$ cat config.mk
export PLATFORM = sky130hd
export DESIGN_NAME = adc_stream_packer
export DESIGN_NICKNAME = d
export VERILOG_FILES = /design/src/rtl/adc_stream_packer.sv
export SDC_FILE = /design/constraint.sdc
export NUM_CORES = 1
export LEC_CHECK = 0
export ABC_AREA = 1
export CAP_MARGIN = 25
export CELL_PAD_IN_SITES_DETAIL_PLACEMENT = 1
export CELL_PAD_IN_SITES_GLOBAL_PLACEMENT = 2
export CORE_MARGIN = 3
export CORE_UTILIZATION = 34
export DETAILED_ROUTE_END_ITERATION = 7
export PLACE_DENSITY_LB_ADDON = 0.25
export SYNTH_ARGS = -nofsm -noshare
export SYNTH_HDL_FRONTEND = slang
export SYNTH_SLANG_ARGS = --single-unit
$ cat constraint.sdc
create_clock -name aclk -period 5.7 [get_ports aclk]
set_input_delay 0.57 -clock aclk [delete_from_list [all_inputs] [get_ports aclk]]
set_output_delay 0.57 -clock aclk [all_outputs]
set_load 0.03 [all_outputs]
$ cat src/rtl/adc_stream_packer.sv
`default_nettype none
// ============================================================================
// Module      : adc_stream_packer
// Description : Averages 2^N ADC samples, packs two 32-bit results per 64-bit
//               AXI-Stream beat and marks tlast at fixed DMA block boundaries.
// Revision    : 1.0 - initial release
// ============================================================================
module adc_stream_packer #(
  parameter int SAMPLE_WIDTH = 24,
  parameter int MAX_AVG_LOG2 = 8
) (
  input  logic        aclk,
  input  logic        aresetn,
  input  logic        cfg_enable,
  input  logic [3:0]  cfg_avg_log2,
  input  logic [15:0] cfg_block_len,
  input  logic [31:0] s_axis_tdata,
  input  logic        s_axis_tvalid,
  output logic        s_axis_tready,
  output logic [63:0] m_axis_tdata,
  output logic        m_axis_tvalid,
  output logic        m_axis_tlast,
  input  logic        m_axis_tready,
  output logic [31:0] status
);

  localparam int         ACC_W = SAMPLE_WIDTH + MAX_AVG_LOG2;
  localparam int         CNT_W = (MAX_AVG_LOG2 > 0) ? MAX_AVG_LOG2 : 1;
  localparam logic [3:0] MAX_N = 4'(MAX_AVG_LOG2);

  logic                    enable_q;
  logic                    enable_rise;
  logic [3:0]              avg_n;
  logic [15:0]             blen_m1;
  logic signed [ACC_W-1:0] acc;
  logic [CNT_W-1:0]        avg_cnt;
  logic                    lane;
  logic [31:0]             low_word;
  logic [15:0]             beat_cnt;
  logic [15:0]             block_cnt;

  logic                           in_xfer;
  logic                           out_xfer;
  logic signed [SAMPLE_WIDTH-1:0] sample;
  logic signed [ACC_W-1:0]        sample_ext;
  logic signed [ACC_W-1:0]        acc_sum;
  logic signed [ACC_W-1:0]        avg_val;
  logic [CNT_W:0]                 pow2;
  logic [CNT_W-1:0]               avg_top;
  logic                           avg_done;
  logic [31:0]                    result;
  logic                           beat_load;
  logic                           beat_last;
  logic [3:0]                     n_clamped;

  generate
    if (SAMPLE_WIDTH < 32) begin : g_unused_tdata
      logic unused_tdata_bits;
      assign unused_tdata_bits = ^s_axis_tdata[31:SAMPLE_WIDTH];
    end
  endgenerate

  assign enable_rise   = cfg_enable & ~enable_q;
  assign s_axis_tready = enable_q & (~m_axis_tvalid | m_axis_tready);
  assign in_xfer       = s_axis_tvalid & s_axis_tready;
  assign out_xfer      = m_axis_tvalid & m_axis_tready;
  assign n_clamped     = (cfg_avg_log2 > MAX_N) ? MAX_N : cfg_avg_log2;

  // Size casts of signed operands sign-extend (or truncate) as needed.
  always_comb begin
    sample     = s_axis_tdata[SAMPLE_WIDTH-1:0];
    sample_ext = ACC_W'(sample);
    acc_sum    = acc + sample_ext;
    avg_val    = acc_sum >>> avg_n;
    result     = 32'(avg_val);
    pow2       = (CNT_W+1)'(1) << avg_n;
    avg_top    = CNT_W'(pow2 - (CNT_W+1)'(1));
    avg_done   = (avg_cnt == avg_top);
    beat_load  = in_xfer & avg_done & lane;
    beat_last  = (beat_cnt == blen_m1);
  end

  always_ff @(posedge aclk or negedge aresetn) begin
    if (!aresetn) begin
      enable_q <= 1'b0;
      avg_n    <= '0;
      blen_m1  <= '0;
    end else begin
      enable_q <= cfg_enable;
      if (enable_rise) begin
        avg_n   <= n_clamped;
        blen_m1 <= (cfg_block_len == 16'd0) ? 16'd0 : cfg_block_len - 16'd1;
      end
    end
  end

  // Partial state only survives while the registered enable is high.
  always_ff @(posedge aclk or negedge aresetn) begin
    if (!aresetn) begin
      acc      <= '0;
      avg_cnt  <= '0;
      lane     <= 1'b0;
      low_word <= '0;
      beat_cnt <= '0;
    end else if (!enable_q) begin
      acc      <= '0;
      avg_cnt  <= '0;
      lane     <= 1'b0;
      beat_cnt <= '0;
    end else if (in_xfer) begin
      if (avg_done) begin
        acc     <= '0;
        avg_cnt <= '0;
        if (lane) begin
          lane     <= 1'b0;
          beat_cnt <= beat_last ? 16'd0 : beat_cnt + 16'd1;
        end else begin
          low_word <= result;
          lane     <= 1'b1;
        end
      end else begin
        acc     <= acc_sum;
        avg_cnt <= avg_cnt + CNT_W'(1);
      end
    end
  end

  always_ff @(posedge aclk or negedge aresetn) begin
    if (!aresetn) begin
      m_axis_tdata  <= '0;
      m_axis_tvalid <= 1'b0;
      m_axis_tlast  <= 1'b0;
    end else if (beat_load) begin
      m_axis_tdata  <= {result, low_word};
      m_axis_tvalid <= 1'b1;
      m_axis_tlast  <= beat_last;
    end else if (out_xfer) begin
      m_axis_tvalid <= 1'b0;
      m_axis_tlast  <= 1'b0;
    end
  end

  always_ff @(posedge aclk or negedge aresetn) begin
    if (!aresetn) begin
      block_cnt <= '0;
    end else if (out_xfer && m_axis_tlast) begin
      block_cnt <= block_cnt + 16'd1;
    end
  end

  assign status = {14'd0, lane, enable_q | m_axis_tvalid, block_cnt};

endmodule
`default_nettype wire
# Yosys cells after proc, flatten, opt, wreduce, memory -nomap -nowiden
# Index checks and enable logic that the tools add are counted.
[classes]
add_sub_neg = 6
mul = 0
n_div = 0
magnitude_cmp = 1
eq_ne = 5
n_shift = 2
muxes = 20
bitwise = 11
reduce_logical = 6
[op_table]
columns = ["op", "n"]
rows = [
  ["$mux 16", 6],
  ["$mux 32", 3],
  ["$add 16x1->16 const B", 2],
  ["$add 32x24->32", 1],
  ["$sshr 32x4->32", 1],
  ["$mux 8", 3],
  ["$eq 16x16->1", 1],
  ["$logic_not 16->1", 1],
  ["$sub 16x1->16 const B", 1],
  ["$add 8x1->8 const B", 1],
  ["$eq 8x8->1", 1],
  ["$shl 1x4->8 const A", 1],
  ["$sub 8x1->8 const B", 1],
  ["$mux 1", 7],
  ["$and 1x1->1", 6],
  ["$ne 2x1->1 const B", 3],
  ["$gt 4x4->1 const B", 1],
  ["$mux 4", 1],
  ["$reduce_and 4->1", 1],
  ["$not 1->1", 3],
  ["$reduce_and 3->1", 1],
  ["$or 1x1->1", 2],
  ["$reduce_and 2->1", 1],
  ["$reduce_bool 2->1", 1],
  ["$logic_and 1x1->1", 1],
]
[totals]
register_bits = 192
latchBits = 0
mem_bits_rw = 0
mem_bits_ro = 0
input_bits = 57
elab_cells = 63
memories = 0

# Logic depth before layout (Yosys ltp)
[logic_depth]
depth_word = 7
mapped_depth = 20
depth_no_buf = 20

# Least setup slack after synthesis
# No wires, ideal clock.
[synth_timing]
path_kind = "reg2reg"
from = "register avg_n[0]"
to = "register beat_cnt[2]"
arrival_time_ns = 2.552
required_ns = 5.578
path_slack_ns = 3.026
stages_incl_launch_ff = 19
path_buffers = 3
cell_sequence = "dfrtp_1 > clkbuf_1 > clkinv_1 > nor2_1 > nand2_1 > ha_1 > xnor2_1 > xor2_1 > or2_0 > nor3_1 > nand2_1 > buf_6 > nor2_4 > nand2_4 > nand2_4 > buf_8 > nand2_1 > o21ai_1 > a21oi_1"
[synth_via]
elab_chain_len = 5
[synth_lines]
columns = ["item", "line", "rtl"]
rows = [
  ["from (decl)", "33", "logic [3:0] avg_n;"],
  ["from (signal assigned)", "91", "avg_n <= n_clamped;"],
  ["$shl 1x4->8", "76", "pow2 = (CNT_W+1)'(1) << avg_n;"],
  ["$sub 8x1->8", "77", "avg_top = CNT_W'(pow2 - (CNT_W+1)'(1));"],
  ["$eq 8x8->1", "78", "avg_done = (avg_cnt == avg_top);"],
  ["$ne 2x1->1 (no line)", "n/a", ""],
  ["$reduce_and 3->1 (no line)", "n/a", ""],
  ["to (signal assigned)", "116", "beat_cnt <= beat_last ? 16'd0 : beat_cnt + 16'd1;"],
  ["to (decl)", "39", "logic [15:0] beat_cnt;"],
]
# Every way passes these cells.
# A chain may end at the register's enable or synchronous reset.

# Worst setup path in the final report
[layout_timing]
from = "register avg_n[2]"
to = "register beat_cnt[1]"
# The elaborated chain is that of the path after synthesis.

==> results.toml <==
[synthesis]
synth_cell_types = 46
syn_avg_cell_area_um2 = 6.94
synth_ff_type = "dfrtp_1"
synthArstFlopShare = 1.00
yosysTopAreaCell = "dfrtp_1"
synth.area.top_cells = "dfrtp_1, nand2_1, nand3_1"
postSynthCellCount = 1745
ys_seq_area_frac = 0.397
synth_warnings = 0
synth_top_area_frac = 0.397
synth_edf_count = 0
ys_ff_latch = 192
syn_area_mm2 = 0.0121

[final_layout]
antenna_cells = 0
final_area_mm2 = 0.0144
area.growth.synth_to_final_pct = 19.2
n_fill_cell = 4429
layout_common_cells = "nand2_1, nand3_1, dfrtp_1"
final_cells = 2318
fin_nets = 1944
final_common_cell = "nand2_1"
utilization = 0.415
drive_gt1_frac = 0.0295

[clocking]
post_cts_buffers = 0
tritoncts = "built"
cts_sinks = 192
clockBufferDepth = 2
numCtsBuffers = 17
ctsHoldBuffers = 0
clkTransAtPathRegs_ps = 90
root_buffer = "clkbuf_16"
cts_resized = 0
clk-insertion-delay-late_ps = 460
ctsHtreeMaxLevel = 4

[setup_path]
crit_fanout = 45
start_kind = "flip-flop"
crit_path_frequent_cell = "nand2_1"
slowest_delay_ps = 740
cp.arrival_ps = 4940
cp.required_ps = 6050
r2r_cells = 13
r2r_start = "avg_n[2]"
cp_cell_sequence = "nor2_1 > nand2_1 > ha_1 > xnor2_1 > xor2_1 > or2_0 > nor3_1 > nand2_1 > nor2_4 > nand2_4 > inv_2 > nand3_1 > o21ai_0"
path_class = "flip-flop to flip-flop"
rrSetupSlack_ps = 1110
crit_family = "simple AND/OR/NAND/NOR gates"
end_kind = "flip-flop"
critPathBufInv = 1
worstSetupStartpoint = "avg_n[2]"
critical_path.slowest_cell = "nor2_1"
r2r-end = "beat_cnt[1]"

[timing]
rsz0062_at_grt = "no"
tightestPinTransition_ps = 960
drv_slew = 0
hold_viol_final = 0
period_share = 0.804
skew_ps = 25.4
timing.hold.ws_ps = 69.3
max_slew_margin = 0.356
fin_crit_ps = 4590
fin_ws_ps = 1110
tns_ps = 0
max_freq_ghz = 0.218
finalSetupViolations = 0

[power_and_ir_drop]
clock_power_share = 0.296
power.switching_mw = 1.73
leakagePower_nw = 7.56
switching_share = 0.397
total_power_mw = 4.36
seq_power_share = 0.346
ir_drop_mv = 0.225
p_int_mw = 2.63
power_density_mw_per_mm2 = 302
p_comb_frac = 0.358

[route]
wl_per_cell_um = 16.6
ant_nets = 0
routed_wl_um = 38400
firstDrtPassIters = 4
via_per_inst = 4.95
first_iter_violations = 624
vias = 11479
drc = 0

[die]
fp.dieW_um = 195
die_y_um = 195
io_pins = 156
die_area_mm2 = 0.0379
placementRows = 68
design.core.area_mm2 = 0.0348
start_util = 0.348

[run]
cap_violations = 0

[global_routing]
grtUsageTotal = 0.206
grt.overflow.total = 0
grt_pass1_vias = 11863
grt_max_degree = 142
antenna_found_initial = 0
grt_pass1_wl_um = 63700

[placement]
io_buffers = 133
dpl.hpwl_um = 29200
post_dp_cell_area_mm2 = 0.0138
place_inst = 2284
dp_slack_ps = 1050
gp_congestion = 0.883

[outcome]
status = "finished clean"

[min_path]
min_path_type = "input port to asynchronous set/reset pin"
## sequential cells by signal, indices dropped and copies added, names as in the netlist
signal / count
avg_n: 4
enable_q: 1
acc: 32
lane: 1
low_word: 32
m_axis_tlast: 1
block_cnt: 16
beat_cnt: 16
blen_m1: 16
m_axis_tvalid: 1
m_axis_tdata: 64
avg_cnt: 8
## worst max path at each step
stage | to | slack (ps) | depth (start not counted)
after floorplan | beat_cnt[2] | 3030 | 18
after global placement | beat_cnt[13] | 1120 | 12
after detailed placement | beat_cnt[13] | 1050 | 13
after CTS | beat_cnt[1] | 1040 | 13
after global routing | beat_cnt[13] | 490 | 12
final | beat_cnt[1] | 1110 | 13
## synth_stat cells (all sizes together) (2+ instances only)
library cell	instances
nor2	91
buf	46
clkbuf	24
a32o	9
nand3	215
o41ai	2
dfrtp	192
a31oi	2
inv	176
o21ai	71
a21oi	32
ha	36
nand3b	3
o22ai	8
xnor2	29
o2111ai	2
nand2	704
xor2	42
nand4	12
or2	2
o21bai	4
a22oi	3
nor3	23
nor4	4
## final cells by class
cell class | instances | area, µm² | share of cell area
clock buffer | 19 | 453 | 0.0314
clock inverter | 13 | 165 | 0.0114
inverter | 177 | 664 | 0.0460
multi-input combinational | 1319 | 6330 | 0.438
sequential | 192 | 4800 | 0.333
tap | 455 | 569 | 0.0394
timing repair buffer | 143 | 1460 | 0.101
## logic make-up after synthesis
family | after synthesis | share of synthesized area
other | 1 | 0.000310
adders and majority gates | 37 | 0.0388
buffers and inverters | 247 | 0.0855
DFF | 192 | 0.397
muxes | 2 | 0.00176
AOI/OAI and AO/OA | 136 | 0.0644
and+or+nand+nor | 1059 | 0.361
xor gates and xnor gates | 71 | 0.0513
## worst register-to-register path, stage by stage, from the launching register on
cell	delay, ps
dfrtp_1	700
nor2_1	740
nand2_1	200
ha_1	290
xnor2_1	140
xor2_1	160
or2_0	210
nor3_1	170
nand2_1	330
nor2_4	280
nand2_4	330
inv_2	690
nand3_1	140
o21ai_0	120
## per-layer routing
metal,vias up,share of wire,GRT usage
met1,5569,0.48,0.280
met5,-,0,0
met3,37,0.020,0.0236
li1,5740,-,-
met4,0,0.018,0.0459
met2,133,0.48,0.356
## power groups by stage
stage / Combinational, mW / Sequential (mW) / Clock, mW
finish: 1.56 / 1.51 / 1.29
global route: 1.80 / 1.52 / 1.37
CTS: 1.58 / 1.51 / 1.32
detailed placement: 1.57 / 1.53 / 0
global placement: 1.54 / 1.54 / 0
floorplan: 1.11 / 1.51 / 0
(Power assumes the default switching activity.)
